[config.mk]
export PLATFORM = sky130hd
export DESIGN_NAME = bin_to_bcd_seq
export DESIGN_NICKNAME = d
export VERILOG_FILES = /design/src/rtl/bcd_pkg.sv /design/src/rtl/bcd_digit_adj.sv /design/src/rtl/bin_to_bcd_seq.sv
export SDC_FILE = /design/constraint.sdc
export NUM_CORES = 1
export LEC_CHECK = 0
export CAP_MARGIN = 25
export CORE_ASPECT_RATIO = 1.1
export CORE_MARGIN = 2
export CORE_UTILIZATION = 45
export CTS_CLUSTER_DIAMETER = 100
export DETAILED_ROUTE_END_ITERATION = 10
export PLACE_DENSITY_LB_ADDON = 0.25
export REMOVE_ABC_BUFFERS = 1
export SYNTH_ARGS = -nofsm -noshare
export SYNTH_HDL_FRONTEND = slang
export SYNTH_SLANG_ARGS = --single-unit
[constraint.sdc]
create_clock -name iCLK -period 1.61 [get_ports iCLK]
set_input_delay 0.2415 -clock iCLK [delete_from_list [all_inputs] [get_ports iCLK]]
set_output_delay 0.2415 -clock iCLK [all_outputs]
set_load 0.02 [all_outputs]
[src/rtl/bcd_pkg.sv]
// Shared types and constants for the sequential binary-to-BCD converter.
// Everything here is used with import bcd_pkg::* in the design files.
package bcd_pkg;

  typedef enum logic {
    IDLE = 1'b0,
    CONV = 1'b1
  } bcd_state_e;

  localparam int DIGIT_W    = 4;
  localparam int ADJ_THRESH = 5;

  // Width needed to hold the bit counter value BIN_W.
  function automatic int bcd_cnt_w(input int bin_w);
    return $clog2(bin_w + 1);
  endfunction

endpackage

[src/rtl/bcd_digit_adj.sv]
// Single BCD digit add-3 adjust used before every double-dabble shift.
// A digit of 5 or more becomes >= 8, so the next shift carries it into the next digit.
module bcd_digit_adj
  import bcd_pkg::*;
(
  input  logic [DIGIT_W-1:0] i_digit,
  output logic [DIGIT_W-1:0] o_digit
);

  always_comb begin
    if (i_digit >= DIGIT_W'(ADJ_THRESH)) begin
      o_digit = i_digit + DIGIT_W'(3);
    end else begin
      o_digit = i_digit;
    end
  end

endmodule

[src/rtl/bin_to_bcd_seq.sv]
// Sequential double-dabble binary-to-BCD converter, one input bit per clock.
// Define BCD_BLANK_EN to register a leading-zero mask on oBLANK; otherwise oBLANK is tied to zero.
module bin_to_bcd_seq
  import bcd_pkg::*;
#(
  parameter int BIN_W  = 16,
  parameter int DIGITS = 5
) (
  input  logic                  iCLK,
  input  logic                  iRST_N,
  input  logic                  iVALID,
  input  logic [BIN_W-1:0]      iBIN,
  output logic                  oREADY,
  output logic                  oVALID,
  output logic [DIGITS*4-1:0]   oBCD,
  output logic                  oOVF,
  output logic [DIGITS-1:0]     oBLANK
);

  localparam int SCR_W = DIGITS * DIGIT_W;
  localparam int CNT_W = bcd_cnt_w(BIN_W);

  // Handshake: a value is taken at a rising edge where iVALID && oREADY; oVALID is a
  // one-cycle pulse with no back-pressure, and oBCD/oOVF hold until the next completion.
  bcd_state_e       state_q, state_d;
  logic [BIN_W-1:0] sh_q, sh_d;
  logic [SCR_W-1:0] scr_q, scr_d;
  logic             flag_q, flag_d;
  logic [CNT_W-1:0] cnt_q, cnt_d;
  logic             ready_q, ready_d;
  logic             valid_q, valid_d;
  logic             ovf_q, ovf_d;
  logic [SCR_W-1:0] bcd_q, bcd_d;
  logic             done;

  logic [SCR_W-1:0] adj_w;
  logic [SCR_W-1:0] scr_step;
  logic [BIN_W-1:0] sh_step;
  logic             carry_w;

  for (genvar g = 0; g < DIGITS; g++) begin : g_adj
    bcd_digit_adj u_adj (
      .i_digit (scr_q[g*DIGIT_W +: DIGIT_W]),
      .o_digit (adj_w[g*DIGIT_W +: DIGIT_W])
    );
  end

  // The bit leaving the top digit is a lost multiple of 10^DIGITS.
  assign carry_w  = adj_w[SCR_W-1];
  assign scr_step = {adj_w[SCR_W-2:0], sh_q[BIN_W-1]};
  assign sh_step  = {sh_q[BIN_W-2:0], 1'b0};

  always_comb begin
    state_d = state_q;
    sh_d    = sh_q;
    scr_d   = scr_q;
    flag_d  = flag_q;
    cnt_d   = cnt_q;
    ready_d = ready_q;
    valid_d = 1'b0;
    ovf_d   = ovf_q;
    bcd_d   = bcd_q;
    done    = 1'b0;
    case (state_q)
      IDLE: begin
        if (iVALID && ready_q) begin
          sh_d    = iBIN;
          scr_d   = '0;
          flag_d  = 1'b0;
          cnt_d   = CNT_W'(BIN_W);
          ready_d = 1'b0;
          state_d = CONV;
        end
      end
      CONV: begin
        sh_d   = sh_step;
        scr_d  = scr_step;
        flag_d = flag_q | carry_w;
        cnt_d  = cnt_q - CNT_W'(1);
        if (cnt_q == CNT_W'(1)) begin
          done    = 1'b1;
          bcd_d   = scr_step;
          ovf_d   = flag_q | carry_w;
          valid_d = 1'b1;
          ready_d = 1'b1;
          state_d = IDLE;
        end
      end
      default: state_d = IDLE;
    endcase
  end

  always_ff @(posedge iCLK) begin
    if (!iRST_N) begin
      state_q <= IDLE;
      sh_q    <= '0;
      scr_q   <= '0;
      flag_q  <= 1'b0;
      cnt_q   <= '0;
      ready_q <= 1'b1;
      valid_q <= 1'b0;
      ovf_q   <= 1'b0;
      bcd_q   <= '0;
    end else begin
      state_q <= state_d;
      sh_q    <= sh_d;
      scr_q   <= scr_d;
      flag_q  <= flag_d;
      cnt_q   <= cnt_d;
      ready_q <= ready_d;
      valid_q <= valid_d;
      ovf_q   <= ovf_d;
      bcd_q   <= bcd_d;
    end
  end

`ifdef BCD_BLANK_EN
  logic [DIGITS-1:0] blank_q, blank_d, blank_step;

  // Bit i is set while digit i and everything above it is zero; digit 0 always shows.
  always_comb begin
    logic zero_above;
    zero_above = 1'b1;
    blank_step = '0;
    for (int i = DIGITS - 1; i >= 1; i--) begin
      zero_above    = zero_above & (scr_step[i*DIGIT_W +: DIGIT_W] == '0);
      blank_step[i] = zero_above;
    end
  end

  assign blank_d = done ? blank_step : blank_q;

  always_ff @(posedge iCLK) begin
    if (!iRST_N) begin
      blank_q <= '0;
    end else begin
      blank_q <= blank_d;
    end
  end

  assign oBLANK = blank_q;
`else
  assign oBLANK = '0;
`endif

  assign oREADY = ready_q;
  assign oVALID = valid_q;
  assign oBCD   = bcd_q;
  assign oOVF   = ovf_q;

endmodule
# Word-level counts from Yosys, hierarchy flattened
# Index checks and enable logic that the tools add are counted.
[op_classes] n_addsub=6 n_mul=0 div=0 magnitude_cmp=5 n_eq_ne=3 shift=0 n_mux=19 bitwise=2 reduce_logical=4
[ops] op="$pmux 20 s2" count=1
[ops] op="$pmux 16 s2" count=1
[ops] op="$add 4x2->4 const B" count=5
[ops] op="$ge 4x3->1 const B" count=5
[ops] op="$mux 20" count=1
[ops] op="$mux 4" count=5
[ops] op="$mux 16" count=1
[ops] op="$pmux 5 s2" count=1
[ops] op="$pmux 1 s2" count=3
[ops] op="$reduce_and 2->1" count=3
[ops] op="$eq 5x1->1 const B" count=1
[ops] op="$mux 1" count=5
[ops] op="$mux 5" count=1
[ops] op="$sub 5x1->5 const B" count=1
[ops] op="$ne 2x1->1 const B" count=1
[ops] op="$ne 2x2->1 const B" count=1
[ops] op="$logic_and 1x1->1" count=1
[ops] op="$not 1->1" count=1
[ops] op="$or 1x1->1" count=1
[word_totals] ff_bits=66 latchBits=0 ramBits=0 mem_bits_ro=0 inputBits=19 output_inout_bits=28 wordCells=48 memories=0

# Longest topological paths before layout
# Gate-level depths: netlist of the first run.
[logic_depth] word_depth=4 ltp_mapped=7 depth_no_buf=6

# Cells and area by module
# Synthesis of the first run repeated with hierarchy kept, for this count alone.
[unflattened] cells_unflattened=335 area_unflattened_um2=2976.6
[modules_own_cells] module="bin_to_bcd_seq" instances=1 cells_each=255 area_per_inst_um2=2469.9 seq_area_each_um2=1321.3
[modules_own_cells] module="bcd_digit_adj" instances=5 cells_each=16 area_per_inst_um2=101.3 seq_area_each_um2=0.0

# Least setup slack after synthesis of the first run
# OpenSTA, ideal clock, no wires.
[synth_timing] path_kind="reg-to-reg" startpoint="register scr_q[17]" endpoint="register bcd_q[18] (netlist: oBCD[18])" setup_time_ns=0.074 t_arrival_ns=1.401 path_slack_ns=0.134 path_stages_with_launch=7 path_buffers=0 synth_period_minus_slack_ns=1.476 cell_sequence="dfxtp_1 -> inv_1 -> ha_1 -> nand2b_1 -> a21oi_1 -> mux2_2 -> o21ai_0"
[synth_via] elab_chain_cells=2
[synth_rtl] element="from (decl)" line="bin_to_bcd_seq.sv:27" rtl="logic [SCR_W-1:0] scr_q, scr_d;"
[synth_rtl] element="from (signal assigned)" line="bin_to_bcd_seq.sv:107" rtl="scr_q <= scr_d;"
[synth_rtl] element="$add 4x2->4 or $ge 4x3->1 (tied branches)" line="bcd_digit_adj.sv:12, bcd_digit_adj.sv:11"
[synth_rtl] element="$mux 4 *" line="bcd_digit_adj.sv:11" rtl="if (i_digit >= DIGIT_W'(ADJ_THRESH)) begin"
[synth_rtl] element="to (signal assigned)" line="bin_to_bcd_seq.sv:103" rtl="bcd_q <= '0;"
[synth_rtl] element="to (signal assigned)" line="bin_to_bcd_seq.sv:113" rtl="bcd_q <= bcd_d;"
[synth_rtl] element="to (decl)" line="bin_to_bcd_seq.sv:33" rtl="logic [SCR_W-1:0] bcd_q, bcd_d;"
# Every way passes the cells marked *; elsewhere a longest branch is shown, timed or not.
# A chain may end at the register's enable or synchronous reset.

# Worst setup path in the final report of the first run
[layout_timing] startpoint="register bcd_q[4] (netlist: oBCD[4])" endpoint="output oBCD[4]"
[layout_rtl] element="to (decl)" line="bin_to_bcd_seq.sv:15" rtl="output logic [DIGITS*4-1:0] oBCD,"
# No word-level cell between the ends.

==> results of run 1 <==
==> metrics by stage <==
stage	power (uW)	cell area, sq um	setup slack [ns]	std cells
after floorplan	1970	2910	-0.362	321
after global placement	2120	3610	-0.157	469
after detailed placement	2130	3610	-0.208	469
after CTS	3550	3810	0.0246	484
after global routing	3660	3840	0.0106	485
final	3500	3840	0.0714	485
==> power groups by stage <==
| stage | clock network [uW] | logic (uW) | registers [uW] |
|---|---|---|---|
| final | 1420 | 361 | 1730 |
| after global routing | 1520 | 406 | 1730 |
| after CTS | 1460 | 366 | 1730 |
| after detailed placement | 0 | 366 | 1760 |
| after global placement | 0 | 360 | 1760 |
| after floorplan | 0 | 192 | 1770 |
==> routing by layer <==
metal,global-route usage,up-vias,part of all wire
met3,0.0512,7,0.040
met4,0.0708,0,0.016
met5,0,-,0
met2,0.298,46,0.49
li1,-,1259,-
met1,0.234,1134,0.45
==> what timing repair did <==
item	4_1_cts	5_1_grt
gates resized for setup	0	8
buffers inserted	0	1
endpoints found under the setup margin	0	12
==> final timing paths <==
check / start / end / slack, ns / cells past startpoint
worst max-delay path: oBCD[4]$_SDFFE_PN0P_ / oBCD[4] / 0.07 / 1
worst min-delay path: oBCD[15]$_SDFFE_PN0P_ / oBCD[15]$_SDFFE_PN0P_ / 0.45 / 2
worst max register to register: scr_q[1]$_SDFFE_PN0P_ / oBCD[2]$_SDFFE_PN0P_ / 0.11 / 6
worst min register to register: oBCD[15]$_SDFFE_PN0P_ / oBCD[15]$_SDFFE_PN0P_ / 0.45 / 2
==> state kept, by name, indices dropped and copies added, names as in the netlist <==
| register | flops |
|---|---|
| state_q | 1 |
| oOVF | 1 |
| cnt_q | 5 |
| oBCD | 20 |
| sh_q | 16 |
| flag_q | 1 |
| scr_q | 20 |
| oVALID | 1 |
| oREADY | 1 |
==> kinds of logic after synthesis <==
kind of cell    Yosys count  synth area share
simple gates            106             0.182
compound gates           87             0.169
flops                    66             0.439
buf+inv                  36            0.0574
mux                      23            0.0786
fa+ha+maj                12            0.0499
xor+xnor                  8            0.0233
other cells               1           0.00125
==> area by class of cell <==
| type | instances | area [sq um] | share of cell area |
|---|---|---|---|
| Timing Repair Buffer | 67 | 608 | 0.158 |
| Inverter | 14 | 52.6 | 0.0137 |
| Multi-Input combinational cell | 241 | 1550 | 0.404 |
| Sequential cell | 66 | 1320 | 0.345 |
| Clock buffer | 13 | 169 | 0.0440 |
| Clock inverter | 2 | 35.0 | 0.00912 |
| Tap cell | 82 | 103 | 0.0267 |
==> cells in the final DEF, fill, tap and decap left out, drive strengths merged, types with 13 or more instances in the layout <==
cell type       n
mux2i          18
nand2          54
o21ai          50
clkdlybuf4s50  40
inv            14
a21oi          16
buf            26
dfxtp          66
clkbuf         13
and2           21
==> metrics.md, run 1 <==
| Metric | Value |
|---|---|
| Count of final setup violators | 0 |
| Area of the core region | 0.00652 sq mm |
| Slew at the pin closest to its max-slew limit | 0.582 ns |
| Worst clock skew | 0.00743 ns |
| Wire length of the first global-routing pass | 10700 um |
| Top cells by area in the synthesized netlist | sky130_fd_sc_hd__dfxtp_1, sky130_fd_sc_hd__o21ai_0, sky130_fd_sc_hd__nand2_1 |
| Master of the slowest instance on the critical path | sky130_fd_sc_hd__clkdlybuf4s50_1 |
| DRC marker count from the first detailed-route iteration | 80 |
| Total of hold buffers inserted after clock tree synthesis | 0 |
| I/O pins | 47 |
| #FFs+latches synth | 66 |
| Initial standard-cell utilization of the core | 0.462 |
| Sequential power share | 0.493 |
| WP data arrival | 1.30 ns |
| RD Place Congestion | 0.775 |
| Main synth FF type | sky130_fd_sc_hd__dfxtp_1 |
| Number of rows created at floorplan | 31 |
| Post-synth design cell area | 0.00301 sq mm |
| Number of port buffers | 41 |
| Endpoints failing hold | 0 |
| Worst hold margin | 0.454 ns |
| Combinational share of power | 0.103 |
| Via count | 2446 |
| Ratio of cells with drive above 1 in the final layout | 0.139 |
| Critical path start-end classification | flop to output pin |
| Most common cell in the synthesized netlist | sky130_fd_sc_hd__dfxtp_1 |
| Max-cap violations | 0 |
| Fraction of synthesized cell area taken by the top area cell type | 0.439 |
| Post-synthesis cell type with the largest combined area | sky130_fd_sc_hd__dfxtp_1 |
| Insertion delay of the later-clocked pin in the worst-skew pair | 0.33 ns |
| Ys Warns | 0 |
| Global router's overall resource usage | 0.186 |
| Horizontal extent of the die | 82.0 um |
| EDFF count, synth | 0 |
| Die Height | 89.8 um |
| Routed wire length | 6130 um |
| Initial antenna violation count | 0 |
| Detail Placement HPWL | 4460 um |
| Layout overhead on the synthesized area | 27.6% |
| Max stage delay on crit path | 0.63 ns |
| Synth cell types | 32 |
| Fraction of the yosys area taken by sequential cells | 0.439 |
| Buffer levels on the longest clock path | 2 |
| FFs w/ async S/R, synth | 0 |
| Number of buffers created by CTS | 9 |
| Total congestion overflow after global routing | 0 |
| Htree depth | 3 |
| TritonCTS Sinks | 66 |
| Via density | 5.04 |
| Required time reported for the critical path endpoint | 1.37 ns |
| Final ANT Viol Nets | 0 |
| Routed length per instance | 12.6 um |
| Number of global-route vias before repair | 2338 |
| Length of the first detailed-routing pass in iterations | 4 |
| Count of pins over their slew limit | 0 |
| Clock Power Share | 0.404 |
| Die area | 0.00736 sq mm |
| Net switching power | 806 uW |
| Maximum net fanout on the critical path | 2 |
| Final min period | 1.54 ns |
| Fill count | 620 |
| CTS tree | yes |
| Number of buffer and inverter instances along the worst setup path | 1 |
| Cell count after synthesis | 339 |
| Final period util | 0.956 |
| Type of element capturing the critical path | output pin |
| Fmax | 0.650 GHz |
| Maximum vdd ir drop | 0.000507 V |
| Worst path cell trace | clkdlybuf4s50_1 |
| Total number of nets in the final design | 430 |
| Setup repair after global routing missed its margin | no |
| Power per standard cell area | 912 mW/mm^2 |
| Total internal power | 2700 uW |
| Most instantiated cells after synthesis | sky130_fd_sc_hd__dfxtp_1, sky130_fd_sc_hd__nand2_1, sky130_fd_sc_hd__o21ai_0 |
| Kind of cell with the highest combined delay on the critical path | buffers and inverters |
| CTS Root Buffer Type | sky130_fd_sc_hd__clkbuf_8 |
| Worst relative slew slack | 0.612 |
| Mean instance size in the synthesized netlist | 8.88 sq um |
| P_leak | 0.00144 uW |
| Finished Core Util | 0.589 |
| Sw Ratio | 0.230 |
| Clock transition at the registers of the reported paths | 0.07 ns |
| Largest net degree at the start of global routing | 25 |
| Post-detailed-route DRC marker count | 0 |
| Worst min-delay path category | flop to flop |
| Setup TNS | 0 ns |
| Element type at the critical path start | flop |
| Result of the run | completed |
| Inserted Diodes | 0 |
(Power assumes the default switching activity.)
==> run 2, diff against run 1 <==
--- a/config.mk
+++ b/config.mk
@@ -7,7 +7,7 @@
 export LEC_CHECK = 0
 export CAP_MARGIN = 25
 export CORE_ASPECT_RATIO = 1.1
-export CORE_MARGIN = 2
+export CORE_MARGIN = 1
 export CORE_UTILIZATION = 45
 export CTS_CLUSTER_DIAMETER = 100
 export DETAILED_ROUTE_END_ITERATION = 10
==> run 2 against run 1 <==
Net effect:
- combinational power about the same
- wire length down 0.64%
- register-to-register slack about the same
- sequential share of layout area up 0.47 points
- power down 6.1%
- hold slack worse by 0.016 ns
- clock-buffer cell count unchanged
- core utilization up 1.3 points
- maximum frequency down 0.15%
- global-route usage up 1.2 points
==> metrics.md, run 2 (synthesis gave the netlist of run 1 again) <==
| Metric | Value |
|---|---|
| Result of the run | completed |
| Post-detailed-route DRC marker count | 0 (unchanged) |
| Startpoint of the lowest-slack register-to-register path | scr_q[0]$_SDFFE_PN0P_ |
| Final ANT Viol Nets | 0 (unchanged) |
| Worst hold margin | 0.439 ns (-0.0157 ns) |
| Master of the slowest instance on the critical path | sky130_fd_sc_hd__clkdlybuf4s50_1 |
| Start point of the worst min-delay path | iBIN[0] |
| Total of hold buffers inserted after clock tree synthesis | 0 (unchanged) |
| Routed length per instance | 12.6 um (-0.22%) |
| Initial standard-cell utilization of the core | 0.477 (+0.0154) |
| Setup repair after global routing missed its margin | no |
| Clock transition at the registers of the reported paths | 0.07 ns (about the same) |
| RD Place Congestion | 0.764 (-1.4%) |
| Number of rows created at floorplan | 30 (-3.2%) |
| Kind of cell with the highest combined delay on the critical path | buffers and inverters |
| Routed wire length | 6090 um (-0.64%) |
| Wire length of the first global-routing pass | 10500 um (-2.3%) |
| P_leak | 0.00141 uW (-1.6%) |
| Power per standard cell area | 866 mW/mm^2 (-5.0%) |
| I/O pins | 47 (unchanged) |
| Most common cell after layout, fill and taps aside | sky130_fd_sc_hd__dfxtp_1 |
| Die Height | 87.8 um (-2.2%) |
| Area of placed instances | 0.00360 sq mm (-0.28%) |
| Finished Core Util | 0.602 (+0.0125) |
| Horizontal extent of the die | 80.0 um (-2.4%) |
| CTS tree | yes |
| Number of buffer and inverter instances along the worst setup path | 1 (unchanged) |
| Start point of the critical path | oBCD[4]$_SDFFE_PN0P_ |
| Via density | 4.98 (-1.3%) |
| Final worst setup slack | 0.0691 ns (-0.00225 ns) |
| Ratio of cells with drive above 1 in the final layout | 0.141 (+0.00248) |
| Worst min-delay path category | input pin to flop |
| Max stage delay on crit path | 0.63 ns (about the same) |
| Final standard cell area without fillers | 0.00380 sq mm (-1.2%) |
| Worst clock skew | 0.00435 ns (-0.00307 ns) |
| DRC marker count from the first detailed-route iteration | 48 (-40%) |
| Hold-critical path depth | 3 (+1) |
| Final period util | 0.957 (+0.00140) |
| Endpoints failing hold | 0 (unchanged) |
| Max-cap violations | 0 (unchanged) |
| Buffer levels on the longest clock path | 2 (unchanged) |
| Number of port buffers | 41 (unchanged) |
| Worst reg-to-reg path cell count | 6 (unchanged) |
| Global router's overall resource usage | 0.198 (+0.0115) |
| Number of buffers created by CTS | 9 (unchanged) |
| Area of the core region | 0.00631 sq mm (-3.2%) |
| Layout overhead on the synthesized area | 26.1% |
| TritonCTS Sinks | 66 (unchanged) |
| CTS Root Buffer Type | sky130_fd_sc_hd__clkbuf_8 |
| Insertion delay of the later-clocked pin in the worst-skew pair | 0.35 ns (+0.02 ns) |
| Required time reported for the critical path endpoint | 1.37 ns (about the same) |
| Capture instance of the worst register-to-register path | oBCD[2]$_SDFFE_PN0P_ |
| Inserted Diodes | 0 (unchanged) |
| Fill count | 549 (-11%) |
| Length of the first detailed-routing pass in iterations | 4 (unchanged) |
| Worst path cell trace | clkdlybuf4s50_1 |
| Slew at the pin closest to its max-slew limit | 0.610 ns (+0.0276 ns) |
| Element type at the critical path start | flop |
| Commonest cells after routing, fill and taps aside | sky130_fd_sc_hd__dfxtp_1, sky130_fd_sc_hd__nand2_1, sky130_fd_sc_hd__o21ai_0 |
| Total number of nets in the final design | 429 (-0.23%) |
| Die area | 0.00702 sq mm (-4.6%) |
| Detail Placement HPWL | 4290 um (-3.9%) |
| Maximum net fanout on the critical path | 2 (unchanged) |
| Initial antenna violation count | 0 (unchanged) |
| Reg2Reg Setup Slack | 0.11 ns (about the same) |
| Htree depth | 3 (unchanged) |
| Count of final setup violators | 0 (unchanged) |
| Total congestion overflow after global routing | 0 (unchanged) |
| WP data arrival | 1.30 ns (about the same) |
| WHS Endpoint | sh_q[0]$_SDFFE_PN0P_ |
| Final min period | 1.54 ns (+0.00225 ns) |
| Number of global-route vias before repair | 2348 (+0.43%) |
| Largest net degree at the start of global routing | 30 (+20%) |
| Via count | 2404 (-1.7%) |
| Worst setup slack before clock tree synthesis | -0.123 ns (+0.0850 ns) |
| Maximum vdd ir drop | 0.000450 V (-11%) |
| Type of element capturing the critical path | output pin |
| Fmax | 0.649 GHz (-0.15%) |
| Count of pins over their slew limit | 0 (unchanged) |
| Worst relative slew slack | 0.593 (-0.0184) |
| Overall power consumption | 3290 uW (-6.1%) |
| Critical path start-end classification | flop to output pin |
## run 2: changes by cell type in the layout (fill, tap and decap cells not counted), sizes merged
cell,before,now
clkinv,1,3
buf,26,25
bufinv,1,0
## run 2: worst max-delay path by stage
stage / slack (ns) / to / cells past startpoint
3_3_place_gp: -0.08 / scr_q[15]$_SDFFE_PN0P_ / 7
2_1_floorplan: -0.36 / oBCD[0]$_SDFFE_PN0P_ / 4
6_report: 0.07 / oBCD[4] / 1
4_1_cts: 0.02 / oREADY / 1
3_5_place_dp: -0.12 / scr_q[5]$_SDFFE_PN0P_ / 4
5_1_grt: 0.0006 / oBCD[6]$_SDFFE_PN0P_ / 6
## run 2: report_power, final
part	switching [uW]	internal, uW
Clock	609	594
Sequential	42.2	1680
Combinational	182	180
## run 2: final cells by class
cell class / count / area, sq um / area share
multi-input combinational: 241 / 1550 / 0.409
sequential: 66 / 1330 / 0.349
timing repair buffer: 66 / 601 / 0.158
clock buffer: 13 / 149 / 0.0392
tap: 80 / 100 / 0.0264
inverter: 14 / 52.6 / 0.0138
clock inverter: 3 / 15.0 / 0.00396
## run 2: repair_timing
item                       CTS  global route
resized for setup            0            12
setup buffers                0             1
hold endpoints to repair     0             0
setup endpoints to repair    0            15
## run 2: layer usage
layer	global-route usage	vias up	wire length, um
met5	0	-	0
met4	0.112	0	192
met3	0.0583	14	281
met2	0.330	57	2830
met1	0.225	1075	2790
li1	-	1258	-
## run 2: worst min-delay path, stage by stage
cell and delay (ns):
sky130_fd_sc_hd__clkdlybuf4s50_1 0.40, sky130_fd_sc_hd__nand2_1 0.06, sky130_fd_sc_hd__a21oi_1 0.05
## run 2: metrics by stage
stage | instances | setup TNS [ns]
after global routing | 483 | 0
final | 483 | 0
after global placement | 466 | -1.65
after floorplan | 321 | -11.59
after detailed placement | 466 | -2.67
after CTS | 482 | 0
==> run 3, diff against run 2 <==
--- a/config.mk
+++ b/config.mk
@@ -5,7 +5,6 @@
 export SDC_FILE = /design/constraint.sdc
 export NUM_CORES = 1
 export LEC_CHECK = 0
-export CAP_MARGIN = 25
 export CORE_ASPECT_RATIO = 1.1
 export CORE_MARGIN = 1
 export CORE_UTILIZATION = 45
==> results of run 3 <==
No change in the layout: final DEF, timing and power equal those of run 2.
